===== src/rtl/cpu_pkg.sv =====
// Shared definitions for the CPU memory subsystem: memory geometry,
// host-port direction constants and the dump engine state encoding.
package cpu_pkg;

   localparam int ADDR_W = 12;
   localparam int DATA_W = 32;

   // Values driven on the host port read_write line
   localparam logic MEM_READ  = 1'b0;
   localparam logic MEM_WRITE = 1'b1;

   typedef enum logic [2:0] {
      IDLE  = 3'd0,
      ISSUE = 3'd1,
      LATCH = 3'd2,
      VALID = 3'd3,
      DONE  = 3'd4
   } dump_state_t;

endpackage


===== src/rtl/mem_dump.sv =====
// mem_dump: streams an inclusive, wrap-around address range of the unified
// memory out over a valid/ready interface, one word every >= 3 cycles.
// Every output is a flop loaded from its *_next value, so nothing on the
// consumer side (dump_ready) reaches an output combinationally.
module mem_dump
   import cpu_pkg::*;
(
   input  logic              main_clk,
   input  logic              reset,
   input  logic              start,
   input  logic              abort,
   input  logic [ADDR_W-1:0] start_addr,
   input  logic [ADDR_W-1:0] end_addr,
   output logic              mem_en,
   output logic              read_write,
   output logic [ADDR_W-1:0] address,
   input  logic [DATA_W-1:0] read_out_data,
   output logic              dump_valid,
   input  logic              dump_ready,
   output logic [DATA_W-1:0] dump_data,
   output logic [ADDR_W-1:0] dump_addr,
   output logic              busy,
   output logic              done
);

   dump_state_t       state_reg, state_next;
   logic [ADDR_W-1:0] cur_reg, cur_next;
   logic [ADDR_W-1:0] last_reg, last_next;

   logic              mem_en_reg, mem_en_next;
   logic [ADDR_W-1:0] address_reg, address_next;
   logic              dump_valid_reg, dump_valid_next;
   logic [DATA_W-1:0] dump_data_reg, dump_data_next;
   logic [ADDR_W-1:0] dump_addr_reg, dump_addr_next;
   logic              busy_reg, busy_next;
   logic              done_reg, done_next;

   // Current beat is the final one of the range (inclusive end compare)
   logic last_beat;
   assign last_beat = (cur_reg == last_reg);

   // Next-state logic; abort overrides everything outside IDLE, including
   // a beat acceptance in the same cycle
   always_comb begin
      state_next = state_reg;
      cur_next   = cur_reg;
      last_next  = last_reg;
      if ((state_reg != IDLE) && abort) begin
         state_next = IDLE;
      end else begin
         case (state_reg)
            IDLE: begin
               if (start) begin
                  cur_next   = start_addr;
                  last_next  = end_addr;
                  state_next = ISSUE;
               end
            end
            ISSUE: state_next = LATCH;
            LATCH: state_next = VALID;
            VALID: begin
               if (dump_ready) begin
                  if (last_beat) begin
                     state_next = DONE;
                  end else begin
                     // natural 12-bit rollover gives the 0xFFF -> 0x000 wrap
                     cur_next   = cur_reg + ADDR_W'(1);
                     state_next = ISSUE;
                  end
               end
            end
            DONE:    state_next = IDLE;
            default: state_next = IDLE;
         endcase
      end
   end

   // Output next values derived from the state being entered, so each
   // output is valid in exactly the cycle its state is occupied
   always_comb begin
      mem_en_next     = (state_next == ISSUE);
      address_next    = address_reg;
      dump_valid_next = (state_next == VALID);
      dump_data_next  = dump_data_reg;
      dump_addr_next  = dump_addr_reg;
      busy_next       = (state_next != IDLE);
      done_next       = (state_next == DONE);
      if (state_next == ISSUE) begin
         address_next = cur_next;
      end
      // memory data returns during LATCH; grab it as we move to VALID
      if ((state_reg == LATCH) && (state_next == VALID)) begin
         dump_data_next = read_out_data;
         dump_addr_next = cur_reg;
      end
   end

   // FSM and range registers
   always_ff @(posedge main_clk or negedge reset) begin
      if (!reset) begin
         state_reg <= IDLE;
         cur_reg   <= '0;
         last_reg  <= '0;
      end else begin
         state_reg <= state_next;
         cur_reg   <= cur_next;
         last_reg  <= last_next;
      end
   end

   // Memory-side output registers
   always_ff @(posedge main_clk or negedge reset) begin
      if (!reset) begin
         mem_en_reg  <= 1'b0;
         address_reg <= '0;
      end else begin
         mem_en_reg  <= mem_en_next;
         address_reg <= address_next;
      end
   end

   // Stream-side and status output registers
   always_ff @(posedge main_clk or negedge reset) begin
      if (!reset) begin
         dump_valid_reg <= 1'b0;
         dump_data_reg  <= '0;
         dump_addr_reg  <= '0;
         busy_reg       <= 1'b0;
         done_reg       <= 1'b0;
      end else begin
         dump_valid_reg <= dump_valid_next;
         dump_data_reg  <= dump_data_next;
         dump_addr_reg  <= dump_addr_next;
         busy_reg       <= busy_next;
         done_reg       <= done_next;
      end
   end

   assign mem_en     = mem_en_reg;
   assign read_write = MEM_READ;
   assign address    = address_reg;
   assign dump_valid = dump_valid_reg;
   assign dump_data  = dump_data_reg;
   assign dump_addr  = dump_addr_reg;
   assign busy       = busy_reg;
   assign done       = done_reg;

endmodule


===== config.mk =====
export PLATFORM = sky130hd
export DESIGN_NAME = mem_dump
export DESIGN_NICKNAME = d
export VERILOG_FILES = /design/src/rtl/cpu_pkg.sv /design/src/rtl/mem_dump.sv
export SDC_FILE = /design/constraint.sdc
export NUM_CORES = 1
export LEC_CHECK = 0
export ABC_AREA = 1
export BUFFER_PORTS_ARGS = -buffer_cell sky130_fd_sc_hd__clkbuf_2
export CELL_PAD_IN_SITES_DETAIL_PLACEMENT = 0
export CELL_PAD_IN_SITES_GLOBAL_PLACEMENT = 2
export CORE_MARGIN = 10
export CORE_UTILIZATION = 27
export DETAILED_ROUTE_END_ITERATION = 8
export PLACE_DENSITY_LB_ADDON = 0.1
export RECOVER_POWER = 100
export SLEW_MARGIN = 20
export SYNTH_ARGS = -nofsm -noshare
export SYNTH_HDL_FRONTEND = slang
export SYNTH_SLANG_ARGS = --single-unit

===== constraint.sdc =====
create_clock -name main_clk -period 1.74 [get_ports main_clk]
set_input_delay 0 -clock main_clk [delete_from_list [all_inputs] [get_ports main_clk]]
set_output_delay 0 -clock main_clk [all_outputs]
set_load 0.05 [all_outputs]

======== Yosys cells after proc, flatten, opt, wreduce, memory -nomap -nowiden ========
Cells that the tools add are included.
cells by class
  add/subtract/negate cells ............... 1
  eq/ne operators ......................... 7
  multiplexer cells ....................... 10
  bitwise gates (word level) .............. 1
  reduce and logical (&&, ||, !) cells .... 6
operators with widths
  operator                 count
  $mux W12                 4
  $pmux W12 S2             1
  $add A12 B1 Y12 const B  1
  $eq A12 B12 Y1           1
  $mux W3                  4
  $pmux W3 S4              1
  $eq A3 B2 Y1 const B     3
  $eq A3 B1 Y1 const B     2
  $reduce_bool A3 Y1       2
  $eq A3 B3 Y1 const B     1
  $logic_not A3 Y1         1
  $reduce_and A3 Y1        1
  $logic_and A1 B1 Y1      2
  $not A1 Y1               1
word-level totals
  bits in registers ....................... 87
  input port bits ......................... 61
  output and inout bits ................... 61
  word-level logic and storage cells ...... 35

======== Logic depth before layout (Yosys ltp) ========
  depth after elaboration ................. 7
  mapped depth ............................ 15

======== Least setup slack after synthesis ========
Ideal clock, no wire load.
  path kind ............................... reg-to-reg
  start point ............................. register state_reg[2]
  end point ............................... register dump_data_reg[15] (netlist: dump_data[15])
  arrival time ............................ 1545 ps
  required time ........................... 1615 ps
  setup slack ............................. 70 ps
  cell stages (with the launch flop) ...... 12
  buffers on the path ..................... 2
  period minus slack after synthesis ...... 1670 ps
  cells stage by stage .................... dfrtp_1 nor2_2 nand2_2 inv_2 nor2_2 clkinv_2 nand2_4 inv_4 nand3_2 buf_6 buf_6 mux2_4
between the ends
  longest elaborated chain between the ends .. 5
  elaborated cells between the ends (all ways) .. 12
ends and longest elaborated chain
  item                                                       line                            text
  start, declared                                            mem_dump.sv:26                  dump_state_t state_reg, state_next;
  start signal, assigned                                     mem_dump.sv:105                 state_reg <= state_next;
  $eq A3 B2 Y1, or another cell as far along                 mem_dump.sv:51                  case (state_reg)
  $pmux W3 S4 / $logic_and A1 B1 Y1 (equally long branches)  mem_dump.sv:51, mem_dump.sv:48
  $mux W3 *                                                  mem_dump.sv:48                  if ((state_reg != IDLE) && abort) begin
  net state_next[1]                                          mem_dump.sv:26
  $eq A3 B2 Y1 *                                             mem_dump.sv:92                  if ((state_reg == LATCH) && (state_next == VALID)) begin
  $logic_and A1 B1 Y1 *                                      mem_dump.sv:92
  end signal, assigned                                       mem_dump.sv:132                 dump_data_reg <= dump_data_next;
  end, declared                                              mem_dump.sv:33                  logic [DATA_W-1:0] dump_data_reg, dump_data_next;
The timed path passes the listed nets; every way through them passes the cells marked *.
A chain may end at the register's enable or synchronous reset.

======== Final worst setup path ========
  start point ............................. register cur_reg[7]
  end point ............................... register address_reg[11] (netlist: address[11])
between the ends
  longest elaborated chain between the ends .. 6
  elaborated cells between the ends (all ways) .. 11
ends and longest elaborated chain
  item                                                                     line             text
  start, declared                                                          mem_dump.sv:27   logic [ADDR_W-1:0] cur_reg, cur_next;
  start signal, assigned                                                   mem_dump.sv:106  cur_reg <= cur_next;
  parallel branches: the longest is 6 deep, another holds $add A12 B1 Y12  --
  end signal, assigned                                                     mem_dump.sv:118  address_reg <= address_next;
  end, declared                                                            mem_dump.sv:31   logic [ADDR_W-1:0] address_reg, address_next;
Several ways; the timed one is not identified.

==> results_dict.tcl <==
set metrics [dict create \
    cts.clk_slew.worst_paths_ns 0.07 \
    grt_pass1_wl_um 21370 \
    die_h_um 144.8 \
    root_buffer "clkbuf_16" \
    synth-seq-cells 87 \
    crit_fanout 7 \
    startpoint_type "flip-flop" \
    fmaxAchievable_ghz 0.5612 \
    end_kind "flip-flop" \
    dp.cells 843 \
    fin_ws_ns -0.04179 \
    ios 122 \
    dp_hpwl_um 9716 \
    drt_pass1_iterations 4 \
    use_met1_pct 16.80 \
    numCtsBuffers 9 \
    finalSetupViolations 7 \
    slowest_delay_ns 0.45 \
    crit_chain "xnor2_2 > nand2_4 > nor2_4 > nand3_4 > nand2_2 > nand3_2 > nand2_2 > nor2_4 > buf_12 > buf_8 > nand2_1 > nand2_1" \
    rows 45 \
    drive_above_1_share_pct 39.09 \
    clk_latency_ns 0.35 \
    holdWs_ns 0.009190 \
    largest_register_ffs 32 \
    core_um2 15260 \
    min_period_over_period_pct 102.4 \
    maxCapViolCount 0 \
    synth_cells 481 \
    port_buffers 120 \
    relSlewSlack_pct 16.55 \
    crit_required_ns 1.98 \
    synth_most_common_cell "nand2_1" \
    place_congestion 0.8036 \
    critPathKind "flip-flop to flip-flop" \
    h-tree-depth 3 \
    worst_slew_pin_slew_ns 1.252 \
    busiest_layer "met2" \
    ys_seq_area_share_pct 51.79 \
    finalHoldViolations 0 \
    vias 4010 \
    violations "setup timing" \
    clkSinkCount 87 \
    avgSynthCellArea_um2 8.740 \
    start_util_pct 27.55 \
    ir_worst_vdd_mv 0.9003 \
    grt_pass1_vias 4123 \
    antenna_found_initial 0 \
    ys_async_sr_fraction_pct 100.0 \
    die_x_um 144.8 \
    vias_per_cell 4.266 \
    hold_path.class "primary input to flip-flop" \
    wl_um 14260 \
    yosysTopAreaCell "dfrtp_1" \
    synth_flop_cell "dfrtp_1" \
    worstPathArrival_ns 2.02 \
    power_leakage_uw 0.003332 \
    synth_edf_count 0 \
    rsz0062_at_grt "true" \
    syn_to_final_growth_pct 60.18 \
    use_met3_pct 3.911 \
    clockBufferDepth 2 \
    wl_per_cell_um 15.16 \
    slew_violations 0 \
    met2_usage_pct 20.72 \
    drc_errors 0 \
    synth_cell_type_count 33 \
    synth_top_cell_area_share_pct 51.79 \
    ant_nets 0 \
    cts_tree "built" \
    tns_ns -0.1524 \
    ff2ff_path_depth 12 \
    synth_area_um2 4204 \
    first_iter_violations 177 \
    skew_ns 0.009103 \
    slowest_stage "dfrtp_2" \
    n_antenna_cell 0 \
    synth_nets 543 \
    power.density_nw_per_um2 2089 \
    grt_usage_pct 13.17 \
    yosys-top-cells-area "dfrtp_1 (52%), nand2_1 (18%), mux2_4 (5.7%), mux2_2 (4.3%), o21ai_0 (3.3%)" \
    die_area_um2 20960 \
    fillers 1587 \
    grt_max_degree 88 \
    instances_no_fill 940 \
    hold_depth 5 \
    finalNetCount 786 \
    gr-total-overflow 0 \
    status "complete, but fails checks" \
    period_minus_slack_ns 1.782 \
    yosysWarnings 0 \
    ys_top_cells_by_count "nand2_1 (198), dfrtp_1 (87), o21ai_0 (28)" \
]
-- metal layers --
metal  routed length, µm  part of all wire [%]
met1                6931                    49
met2                6453                    45
met3                 682                   4.8
met4                 189                   1.3
met5                   0                     0
-- layout by cell type, fill, tap and decap left out, types with 10 or more instances in the layout --
master / instances
nand2_1: 159
dfrtp_1: 83
clkbuf_2: 62
clkbuf_1: 59
buf_4: 53
dlygate4sd3_1: 50
nand2_2: 36
o21ai_0: 24
inv_1: 19
inv_2: 19
mux2_4: 17
mux2_2: 15
nor2_1: 13
clkbuf_16: 13
nand3_1: 10
buf_6: 10
-- final cells by class --
type                       instances  area (µm²)  area share (%)
clock inverter                     6       68.82           1.022
sequential                        87        2182           32.40
clock buffer                      10       239.0           3.549
inverter                          41       165.2           2.453
timing repair buffer             247        1783           26.48
multi-input combinational        338        2032           30.17
tap                              211       264.0           3.920
-- worst paths after layout --
| check | start | endpoint | slack [ns] |
|---|---|---|---|
| setup / recovery | cur_reg[7] | address[11] | -0.04 |
| hold reg to reg | address[8] | address[8] | 0.47 |
| max in group asynchronous | reset | cur_reg[11] | 0.26 |
| hold / removal | start_addr[2] | cur_reg[2] | 0.009 |
| min in group asynchronous | reset | dump_data[27] | 0.55 |
| setup reg to reg | cur_reg[7] | address[11] | -0.04 |
-- critical path, delay by kind of cell, from the launching register on --
kind	cells	cell delay [ns]
xor+xnor	1	0.21
flops	1	0.45
buf+inv	2	0.26
simple gates	9	0.75
-- metrics by stage --
stage	setup slack, ns	util, %	area (µm²)	total power (µW)
finish	-0.04179	44.13	6734	14070
floorplan	0.06989	-	4204	8559
global placement	-0.08593	35.10	5355	10850
CTS	-0.01803	40.58	6192	13180
detailed placement	-0.08338	35.10	5355	10890
global route	-0.1214	44.13	6734	15100
-- cells by family after synthesis --
| kind of cell | count (synthesis) | synth area share (%) |
|---|---|---|
| buf+inv | 56 | 6.101 |
| mux | 32 | 10.00 |
| compound gates | 43 | 5.179 |
| fa+ha+maj | 1 | 0.2976 |
| xor+xnor | 6 | 1.250 |
| simple gates | 255 | 25.30 |
| flops | 87 | 51.79 |
| other cells | 1 | 0.08920 |
-- power by group --
part / switching, µW / internal [µW]
registers: 668 / 2990
clock network: 877 / 1160
logic: 5400 / 2970
total: 6940 / 7120
-- what timing repair did --
item,in CTS,in global routing
endpoints found under the setup margin,28,67
gates resized for setup,9,100
cloned,0,7
hold buffers,50,0
setup buffers,1,23
pin swaps,1,39
endpoints found under the hold margin,137,0
Note: power is estimated with default switching activity, not from simulation.
